## config.mk

```make
export PLATFORM = sky130hd
export DESIGN_NAME = pipe_hazard_unit
export DESIGN_NICKNAME = d
export VERILOG_FILES = /design/src/rtl/pipe_pkg.sv /design/src/rtl/hazard_match.sv /design/src/rtl/pipe_hazard_unit.sv
export SDC_FILE = /design/constraint.sdc
export NUM_CORES = 1
export LEC_CHECK = 0
export ABC_AREA = 1
export BUFFER_PORTS_ARGS = -buffer_cell sky130_fd_sc_hd__buf_4
export CAP_MARGIN = 20
export CORE_MARGIN = 3
export CORE_UTILIZATION = 48
export DETAILED_ROUTE_END_ITERATION = 8
export GPL_TIMING_DRIVEN = 0
export HOLD_SLACK_MARGIN = 0.08
export PLACE_DENSITY = 0.75
export RECOVER_POWER = 50
export SLEW_MARGIN = 20
export SYNTH_ARGS = -nofsm -noshare
export SYNTH_HDL_FRONTEND = slang
export SYNTH_SLANG_ARGS = --single-unit
```

## constraint.sdc

```tcl
create_clock -name clk -period 1.58 [get_ports clk]
set_clock_uncertainty 0.1 [all_clocks]
set_input_delay 0.316 -clock clk [delete_from_list [all_inputs] [get_ports clk]]
set_output_delay 0.316 -clock clk [all_outputs]
set_load 0.1 [all_outputs]
```

## src/rtl/pipe_pkg.sv

```systemverilog
// Types and constants shared by the pipeline hazard/forwarding logic.
package pipe_pkg;

  // Tags store rd at this fixed width so one struct serves every REG_AW up to it.
  localparam int unsigned TagRdW = 16;

  localparam int unsigned FWD_REGFILE = 0;

  typedef struct packed {
    logic              valid;
    logic [TagRdW-1:0] rd;
    logic              wreg;
    logic              load;
  } pipe_tag_t;

endpackage

```

## src/rtl/hazard_match.sv

```systemverilog
// Matches one source operand against the in-flight destination tags; youngest stage wins.
module hazard_match
  import pipe_pkg::*;
#(
  parameter int unsigned REG_AW     = 5,
  parameter int unsigned DEPTH      = 2,
  parameter int unsigned LOAD_STAGE = 2,
  parameter int unsigned ZERO_REG   = 0,
  parameter int unsigned SW         = $clog2(DEPTH + 1)
) (
  input  logic [REG_AW-1:0]     rs,
  input  logic                  rs_rd,
  input  pipe_tag_t [DEPTH:1]   tags,
  output logic                  hit,
  output logic [SW-1:0]         sel,
  output logic                  load_hazard
);

  logic [TagRdW-1:0] rs_ext;
  logic              rs_ok;

  assign rs_ext = TagRdW'(rs);
  assign rs_ok  = rs_rd && !((ZERO_REG != 0) && (rs == '0));

  // Scan oldest to youngest so the lowest matching stage is the last one written.
  always_comb begin
    hit         = 1'b0;
    sel         = SW'(FWD_REGFILE);
    load_hazard = 1'b0;
    for (int k = DEPTH; k >= 1; k--) begin
      if (rs_ok && tags[k].valid && tags[k].wreg && (tags[k].rd == rs_ext)) begin
        hit         = 1'b1;
        sel         = SW'(k);
        load_hazard = tags[k].load && (k < LOAD_STAGE);
      end
    end
  end

endmodule

```

## src/rtl/pipe_hazard_unit.sv

```systemverilog
// Hazard/forwarding unit: owns the in-flight destination tag pipeline and derives
// forwarding selects, load-use stalls, memory freezes, flush bubbles and a stall counter.
module pipe_hazard_unit
  import pipe_pkg::*;
#(
  parameter int unsigned REG_AW     = 5,
  parameter int unsigned DEPTH      = 2,
  parameter int unsigned LOAD_STAGE = 2,
  parameter int unsigned ZERO_REG   = 0,
  parameter int unsigned CNT_W      = 16,
  localparam int unsigned SW        = $clog2(DEPTH + 1)
) (
  input  logic              clk,
  input  logic              rst_n,
  input  logic              id_valid,
  input  logic [REG_AW-1:0] id_rs1,
  input  logic [REG_AW-1:0] id_rs2,
  input  logic              id_rs1_rd,
  input  logic              id_rs2_rd,
  input  logic [REG_AW-1:0] id_rd,
  input  logic              id_wreg,
  input  logic              id_m2reg,
  input  logic              flush,
  input  logic              mem_ready,
  output logic [SW-1:0]     fwd_a_sel,
  output logic [SW-1:0]     fwd_b_sel,
  output logic              hold_front,
  output logic              bubble_exe,
  output logic              freeze_back,
  output logic [CNT_W-1:0]  stall_cnt
);

  pipe_tag_t [DEPTH:1] tag_q, tag_d;
  logic [CNT_W-1:0]    stall_cnt_q, stall_cnt_d;

  logic          hit_a, hit_b;
  logic [SW-1:0] sel_a, sel_b;
  logic          lh_a, lh_b;
  logic          hazard;

  hazard_match #(
    .REG_AW    (REG_AW),
    .DEPTH     (DEPTH),
    .LOAD_STAGE(LOAD_STAGE),
    .ZERO_REG  (ZERO_REG),
    .SW        (SW)
  ) u_match_a (
    .rs         (id_rs1),
    .rs_rd      (id_rs1_rd),
    .tags       (tag_q),
    .hit        (hit_a),
    .sel        (sel_a),
    .load_hazard(lh_a)
  );

  hazard_match #(
    .REG_AW    (REG_AW),
    .DEPTH     (DEPTH),
    .LOAD_STAGE(LOAD_STAGE),
    .ZERO_REG  (ZERO_REG),
    .SW        (SW)
  ) u_match_b (
    .rs         (id_rs2),
    .rs_rd      (id_rs2_rd),
    .tags       (tag_q),
    .hit        (hit_b),
    .sel        (sel_b),
    .load_hazard(lh_b)
  );

  assign fwd_a_sel   = hit_a ? sel_a : SW'(FWD_REGFILE);
  assign fwd_b_sel   = hit_b ? sel_b : SW'(FWD_REGFILE);
  assign hazard      = id_valid && (lh_a || lh_b);
  assign freeze_back = tag_q[LOAD_STAGE].valid && tag_q[LOAD_STAGE].load && !mem_ready;
  assign hold_front  = hazard || freeze_back;
  assign bubble_exe  = hazard && !freeze_back;
  assign stall_cnt   = stall_cnt_q;

  // A freeze holds every tag and swallows any flush; upstream re-presents the flush.
  always_comb begin
    tag_d = tag_q;
    if (!freeze_back) begin
      for (int k = DEPTH; k >= 2; k--) begin
        tag_d[k] = tag_q[k-1];
      end
      if (hazard || flush) begin
        tag_d[1] = '0;
      end else begin
        tag_d[1].valid = id_valid;
        tag_d[1].rd    = TagRdW'(id_rd);
        tag_d[1].wreg  = id_wreg;
        tag_d[1].load  = id_m2reg;
      end
    end
  end

  always_comb begin
    stall_cnt_d = stall_cnt_q;
    if (hold_front && (stall_cnt_q != '1)) begin
      stall_cnt_d = stall_cnt_q + 1'b1;
    end
  end

  always_ff @(posedge clk or negedge rst_n) begin
    if (!rst_n) begin
      tag_q       <= '0;
      stall_cnt_q <= '0;
    end else begin
      tag_q       <= tag_d;
      stall_cnt_q <= stall_cnt_d;
    end
  end

endmodule

```

== Word-level counts from Yosys, hierarchy flattened ==
Cells that the tools add are included.
Storage, ports and cells
  register bits after elaboration: 54
  latch bits: 0
  memory bits (writable): 0
  ROM bits: 0
  word-level logic and storage cells: 50
  memories kept: 0
Operators by class
  add/subtract/negate cells: 1
  multipliers: 0
  div/mod/pow operators: 0
  order comparisons: 0
  equal/unequal tests: 5
  shift-type cells: 0
  mux-type cells: 13
  bitwise logic cells: 0
  reductions and logical operators: 22
Operator list (number)
  $eq 16x5->1: 4
  $mux 19: 1
  $logic_and 1x1->1: 17
  $add 16x1->16 const B: 1
  $ne 16x16->1 const B: 1
  $mux 2: 6
  $mux 1: 6
  $logic_or 1x1->1: 3
  $logic_not 1->1: 2

== Depth between registers and ports, before layout ==
Gate-level depths: netlist (run 1).
  depth in word-level cells: 8
  depth in mapped cells: 12
  gate-level depth less buffers: 11

== Modules after synthesis ==
Synthesis (run 1) repeated with hierarchy kept, for this count alone.
Second synthesis, totals
  cell total of the unflattened synthesis: 399
  area, all modules: 2411.1 um2
By module, submodules not included
  pipe_hazard_unit: instances 1, cells an instance 215, area each 1650.3 um2
  hazard_match: instances 2, cells an instance 92, area each 380.4 um2

== Least setup slack after synthesis (run 1) ==
No wires, ideal clock.
  path type: register to output
  start point: reg tag_q[2] (netlist name)
  end point: out fwd_b_sel[1]
  arrival time: 4.082 ns
  data required time: 1.164 ns
  slack: -2.918 ns
  stages on the path, launching flop included: 8
  buffers on the path: 0
  path through: dfrtp_1 -> inv_2 -> nand2_1 -> nand2_1 -> nor2_1 -> nand3_1 -> inv_1 -> nor4_1
Between the ends
  longest elaborated chain between the ends: 4
  elaborated cells between the ends (all ways): 5
  classes of those cells: 1 x eq/ne; 3 x mux; 1 x reduce/logical
Ends and longest elaborated chain
  start: declaration: line pipe_hazard_unit.sv:33  | pipe_tag_t [DEPTH:1] tag_q, tag_d;
  start signal: assignment: line pipe_hazard_unit.sv:109  | tag_q <= tag_d;
  $eq 16x5->1 (*): line hazard_match.sv:31  | if (rs_ok && tags[k].valid && tags[k].wreg && (tags[k].rd == rs_ext)) begin
  $logic_and 1x1->1 (*): line hazard_match.sv:31
  $mux 2 or $mux 1 (tied branches): line hazard_match.sv:31
  $mux 2 (*): line pipe_hazard_unit.sv:72  | assign fwd_b_sel = hit_b ? sel_b : SW'(FWD_REGFILE);
  end: declaration: line pipe_hazard_unit.sv:26  | output logic [SW-1:0] fwd_b_sel,
Every way passes the cells marked *; elsewhere a longest branch is shown, timed or not.

== Final worst setup path (run 1) ==
  start point: reg tag_q[6] (netlist name)
  end point: out hold_front
Between the ends
  longest elaborated chain between the ends: 6
  elaborated cells between the ends (all ways): 9
  classes of those cells: 2 x eq/ne; 2 x mux; 5 x reduce/logical
Ends and longest elaborated chain
  $eq 16x5->1: line hazard_match.sv:31
  $logic_and 1x1->1: line hazard_match.sv:31
  $mux 1: line hazard_match.sv:31
  $logic_or 1x1->1 (*): line pipe_hazard_unit.sv:73  | assign hazard = id_valid && (lh_a || lh_b);
  $logic_and 1x1->1 (*): line pipe_hazard_unit.sv:73
  $logic_or 1x1->1 (*): line pipe_hazard_unit.sv:75  | assign hold_front = hazard || freeze_back;
  end: declaration: line pipe_hazard_unit.sv:27  | output logic hold_front,
Marks and branches as above.

==> results of run 1 <==
==> timing repair <==
item                                    CTS  global route
gates resized for setup                  36            41
endpoints found under the setup margin   31            31
hold endpoints to repair                 32             0
gates cloned                              2             2
hold buffers                              1             0
pin swaps                                10            25
buffers inserted                         15            12
==> final timing paths <==
path / start / to / slack [ps] / depth (start not counted)
min in group asynchronous: rst_n / tag_q[25]$_DFFE_PN0N_ / 590 / 2
min reg2reg: tag_q[0]$_DFFE_PN0N_ / tag_q[19]$_DFFE_PN0N_ / 390 / 2
min: id_rd[1] / tag_q[3]$_DFFE_PN0N_ / 180 / 3
max: tag_q[6]$_DFFE_PN0N_ / hold_front / -550 / 9
max in group asynchronous: rst_n / stall_cnt[3]$_DFFE_PN0P_ / 170 / 2
max reg2reg: tag_q[6]$_DFFE_PN0N_ / stall_cnt[6]$_DFFE_PN0P_ / -410 / 14
==> cells in the mapped netlist <==
master	n
ha_1	1
o21ai_0	7
buf_2	1
nor2_2	2
buf_12	1
nand2_1	100
a211oi_1	1
clkbuf_1	2
dfrtp_1	32
nor2_1	19
nand3_1	16
a221oi_1	1
xnor2_1	6
nand3_2	11
nand2_2	5
xor2_1	6
buf_6	3
nor4_1	2
nand4_1	1
a21oi_1	1
nor3_1	3
o22ai_1	12
inv_1	34
inv_2	6
==> metal layers <==
layer  vias up  wire length, um  part of all wire, %  track usage, %
met5         -                0                    0               0
met1      1044             2840                   42            31.1
met2        97             3450                   50            38.9
met3        16              456                  6.7            5.76
li1       1025                -                    -               -
met4         0               93                  1.4            8.51
==> power breakdown <==
part / switching [W] / internal (W)
Combinational: 0.000505 / 0.000277
Clock: 0.000334 / 0.000557
Sequential: 0.0000955 / 0.000903
==> critical path: stages, from the launching register on <==
cell	delay, ps
dfrtp_1	420
inv_2	100
nand2_2	60
a21oi_2	170
nand3_2	110
nand2_2	120
nand2_4	80
nand2_4	90
buf_12	110
buf_12	160
==> cell families after synthesis <==
kind of cell | synth area share, %
AND/OR/NAND/NOR | 36.1
buffers and inverters | 10.9
flip-flops | 40.4
AO/OA/AOI/OAI | 6.63
XOR/XNOR | 5.31
adder cells (fa/ha/maj) | 0.632
==> per-stage QoR <==
| stage | TNS [ps] | hold WS (ps) |
|---|---|---|
| after floorplan | -5820 | -79.6 |
| after global placement | -7270 | 182 |
| after detailed placement | -8380 | 181 |
| after CTS | -5900 | 179 |
| after global routing | -12950 | 198 |
| final | -10800 | 183 |
==> registers in the layout (all words and copies together), names as in the netlist <==
register / count
stall_cnt: 16
tag_q: 16
==> final cells by class <==
type                    instances  area, um2  share of cell area (%)
multi-input cells             194       1200                    36.6
flip-flops and latches         32        831                    25.3
repair buffers                 78        811                    24.7
inverters                      40        154                    4.68
plain buffers                   7        103                    3.12
clock buffers                   7       96.3                    2.93
well taps                      48       60.1                    1.83
clock inverters                 1       30.0                   0.913
==> metrics.txt, run 1 <==
post-synthesis cell type count 24; fin. max-slew vios 0; fill count a little under 200; failing checks setup timing; largest net degree at the start of global routing 33; Iter 0 DRT Violations approximately 240; Vias/cell between 5 and 6; share of cells above drive strength 1 approximately half; Worst Max-Slew Pin Slew 832 ps; flops & latches, synth 32; Synth area leaders dfrtp_1, nand2_1, inv_1; final count of hold timing violations 0; TritonCTS Buffers 5; Peak Freq ~470 MHz; RSZ-0062 raised after global routing true; leading area contributor after synthesis dfrtp_1; Die ar. 4930 um2; placed cell area 2520 um2; minimum clock period between 2000 and 2500 ps; DR pass1 iterations 6; Crit Path Max Fanout 3; commonest cells after routing, fill and taps aside nand2_1, buf_4, inv_1; num rows 22; clock-pin slew of the registers on the worst-case setup and hold paths around 80 ps; fin util a little under nine tenths; worst skew pair latency ~290 ps; Die H around 70 um; Total Routing Usage GR approximately 24%; nets 383; initial core utilization about half; VDD IR max ~1.2 mV; Startpoint Class register; Avg WL per Cell 16.8 um; Non-Filler Instances between 400 and 500; worst setup slack after layout -550 ps; Port Buffers 46; worst relative slew slack between 40% and 50%; Syn Inst Count 273; syn nets 298; synthesized cell area 1980 um2; Crit Path Class register to primary output; Area Overhead vs Synth 66.0%; Hold Path Class primary input to register; Post-Place Setup Slack -571 ps; critical path arrival about 1700 ps; Final GP Congestion approximately 0.89; via count roughly 2200; most common cell after layout, fill and taps aside nand2_1; outcome finished, violations left; Ys Warns 0; Pleak between 1.5 and 2 nW; pwr dens ~810 nW/um2; DRC violations left 0; H-tree depth 2; post-synth top area share about two fifths; CP endpoint kind primary output; post-route cell area 3290 um2; placed wire-length estimate 3570 um; antenna-violating nets left 0; Die Width ~70 um; vias in the first global route 1964; Core Region ~3800 um2; Max Root-Sink Buffers 2; post-route clock period utilization 135%; # IOs 47; Pwr Total 0.00267 W; first-pass GRT wire length between 9000 and 10000 um; Seq/Total Area, Yosys 40.4%; final setup violating endpoints 31; grt total ovfl 0; CTS Root Cell clkbuf_8; Max Cap Viol 0; n_diodes 0; clk sink count 32; DP Cell Count around 370; antenna violations before repair 0; TritonCTS clock tree built; data required time of the worst path 1160 ps; Routed WL between 6000 and 7000 um; synthesized area per cell about 7.3 um2
Note: power is estimated with default switching activity, not from simulation.
==> run 2, diff against run 1 <==
--- a/config.mk
+++ b/config.mk
@@ -8,12 +8,14 @@
 export ABC_AREA = 1
 export BUFFER_PORTS_ARGS = -buffer_cell sky130_fd_sc_hd__buf_4
 export CAP_MARGIN = 20
+export CELL_PAD_IN_SITES_DETAIL_PLACEMENT = 1
+export CELL_PAD_IN_SITES_GLOBAL_PLACEMENT = 1
 export CORE_MARGIN = 3
-export CORE_UTILIZATION = 48
+export CORE_UTILIZATION = 34
 export DETAILED_ROUTE_END_ITERATION = 8
 export GPL_TIMING_DRIVEN = 0
 export HOLD_SLACK_MARGIN = 0.08
-export PLACE_DENSITY = 0.75
+export PLACE_DENSITY_LB_ADDON = 0.08
 export RECOVER_POWER = 50
 export SLEW_MARGIN = 20
 export SYNTH_ARGS = -nofsm -noshare
==> run 2 against run 1 <==
  * The run still ends with setup timing left
  * Non-clock buffer count grew 5
  * First-iteration DRC count is 57% lower
  * Setup slack got worse by 17 ps
  * Clock-buffer cell count is the same
  * Maximum frequency shrank 0.81%
  * Power is 3.1% higher
  * Clock power rose by 0.8%
  * Register-to-register slack worse by 20 ps
  * Largest power group unchanged
==> metrics.txt, run 2 (synthesized netlist as in run 1, its figures left out) <==
data required time of the worst path between 1000 and 1500 ps; r2r worst-path depth 15; worst skew pair latency between 200 and 300 ps; placed cell area between 2000 and 3000 um2; Total Routing Usage GR roughly a quarter; fill count 681; most common cell after layout, fill and taps aside nand2_1; pwr dens ~830 nW/um2; CTS Root Cell clkbuf_8; critical path arrival ~1700 ps; Worst Setup EP hold_front; num rows 27; final setup violating endpoints 31; outcome finished, violations left; n_diodes 0; # IOs between 40 and 50; nets approximately 390; Routed WL roughly 7600 um; commonest cells after routing, fill and taps aside nand2_1, buf_4, inv_1; share of cells above drive strength 1 around half; Die H 82.3 um; Port Buffers between 40 and 50; DR pass1 iterations 4; worst relative slew slack between 40% and 50%; reg2reg start tag_q[5]$_DFFE_PN0N_; Avg WL per Cell approximately 17 um; Peak Freq ~470 MHz; Die Width between 80 and 90 um; failing checks setup timing; Crit Path Class register to primary output; post-route cell area roughly 3300 um2; DP Cell Count ~390; antenna-violating nets left 0; minimum clock period about 2100 ps; worst setup slack after layout -567 ps; Crit Path Max Fanout 4; first-pass GRT wire length 12100 um; Non-Filler Instances roughly 440; Iter 0 DRT Violations 104; Pwr Total around 0.0028 W; RSZ-0062 raised after global routing true; TritonCTS Buffers 5; TritonCTS clock tree built; Area Overhead vs Synth 66.8%; hold slack final 198 ps; Vias/cell 4.97; r2r setup slk -430 ps; Worst Max-Slew Pin Slew about 850 ps; CP endpoint kind primary output; vias in the first global route between 2000 and 2500; initial core utilization roughly 36%; Final GP Congestion around 0.79; final count of hold timing violations 0; fin. max-slew vios 0; Pleak between 1.5 and 2 nW; via count about 2200; antenna violations before repair 0; H-tree depth 2; Max Root-Sink Buffers 2; grt total ovfl 0; reg2reg end stall_cnt[15]$_DFFE_PN0P_; largest net degree at the start of global routing 33; clk sink count 32; DRC violations left 0; VDD IR max 0.637 mV; Max Cap Viol 0; Startpoint Class register; placed wire-length estimate roughly 4300 um; Critical Path Source tag_q[5]$_DFFE_PN0N_; post-route clock period utilization 136%; Core Region 5570 um2; clock-pin slew of the registers on the worst-case setup and hold paths about 80 ps; Die ar. between 6000 and 7000 um2; Hold Path Class primary input to register; footprint of the multi-input gates around 1200 um2; Reg area about 830 um2
[run 2: cell types whose count changed in the layout (fill, tap and decap cells not counted), moves of 4 or more]
cell | before | now
buf_6 | 10 | 14
nand2_2 | 12 | 18
nand2_1 | 87 | 82
buf_4 | 53 | 60
[run 2: layout make-up]
type / instances / area share, %
Timing Repair Buffer: 83 / 24.0
Buffer: 7 / 2.99
Sequential cell: 32 / 25.2
Clock inverter: 1 / 0.909
Clock buffer: 7 / 2.92
Inverter: 40 / 4.66
Multi-Input combinational cell: 194 / 36.6
Tap cell: 72 / 2.73
[run 2: layer usage]
metal | vias to the layer above | part of all wire [%] | global-route usage, %
li1 | 1036 | - | -
met1 | 1075 | 44 | 30.0
met2 | 46 | 51 | 42.1
met3 | 11 | 3.5 | 3.36
met4 | 0 | 1.5 | 8.80
met5 | - | 0 | 0
[run 2: repair_timing]
| action | in CTS | in global routing |
|---|---|---|
| cloned | 2 | 0 |
| endpoints found under the setup margin | 31 | 33 |
| hold endpoints to repair | 32 | 0 |
| resized for setup | 62 | 32 |
| setup buffers | 40 | 7 |
| pin swaps | 18 | 21 |
| hold buffers | 1 | 0 |
[run 2: worst min-delay path by stage]
stage,from,to,slack (ps),cells past startpoint
final,id_m2reg,tag_q[0]$_DFFE_PN0N_,200,3
after detailed placement,rst_n,stall_cnt[3]$_DFFE_PN0P_,200,1
after global routing,id_wreg,tag_q[1]$_DFFE_PN0N_,200,3
after global placement,rst_n,stall_cnt[5]$_DFFE_PN0P_,190,1
after floorplan,rst_n,stall_cnt[10]$_DFFE_PN0P_,-80,0
after CTS,id_rd[0],tag_q[2]$_DFFE_PN0N_,180,3
[run 2: worst max-delay path: stages (launching register included)]
cell     delay (ps)
dfrtp_1         420
inv_2           100
nand2_2          70
nand2_2          50
nor2_2          140
nand3_2         110
nand2_2         120
nand2_4          80
nand2_4          80
buf_12          110
buf_12          160
[run 2: power breakdown]
part | total [W] | switching (W) | internal, W
registers | 0.000992 | 0.0000885 | 0.000903
clock network | 0.000898 | 0.000341 | 0.000557
logic | 0.000864 | 0.000543 | 0.000321
total | 0.00275 | 0.000972 | 0.00178
[run 2: stage by stage]
stage	utilization [%]	setup slack (ps)	TNS, ps
after detailed placement	45.7	-558	-8260
after CTS	58.7	-490	-9320
after global routing	59.3	-623	-12230
after floorplan	-	-1020	-5820
after global placement	45.7	-573	-8320
final	59.3	-567	-10030
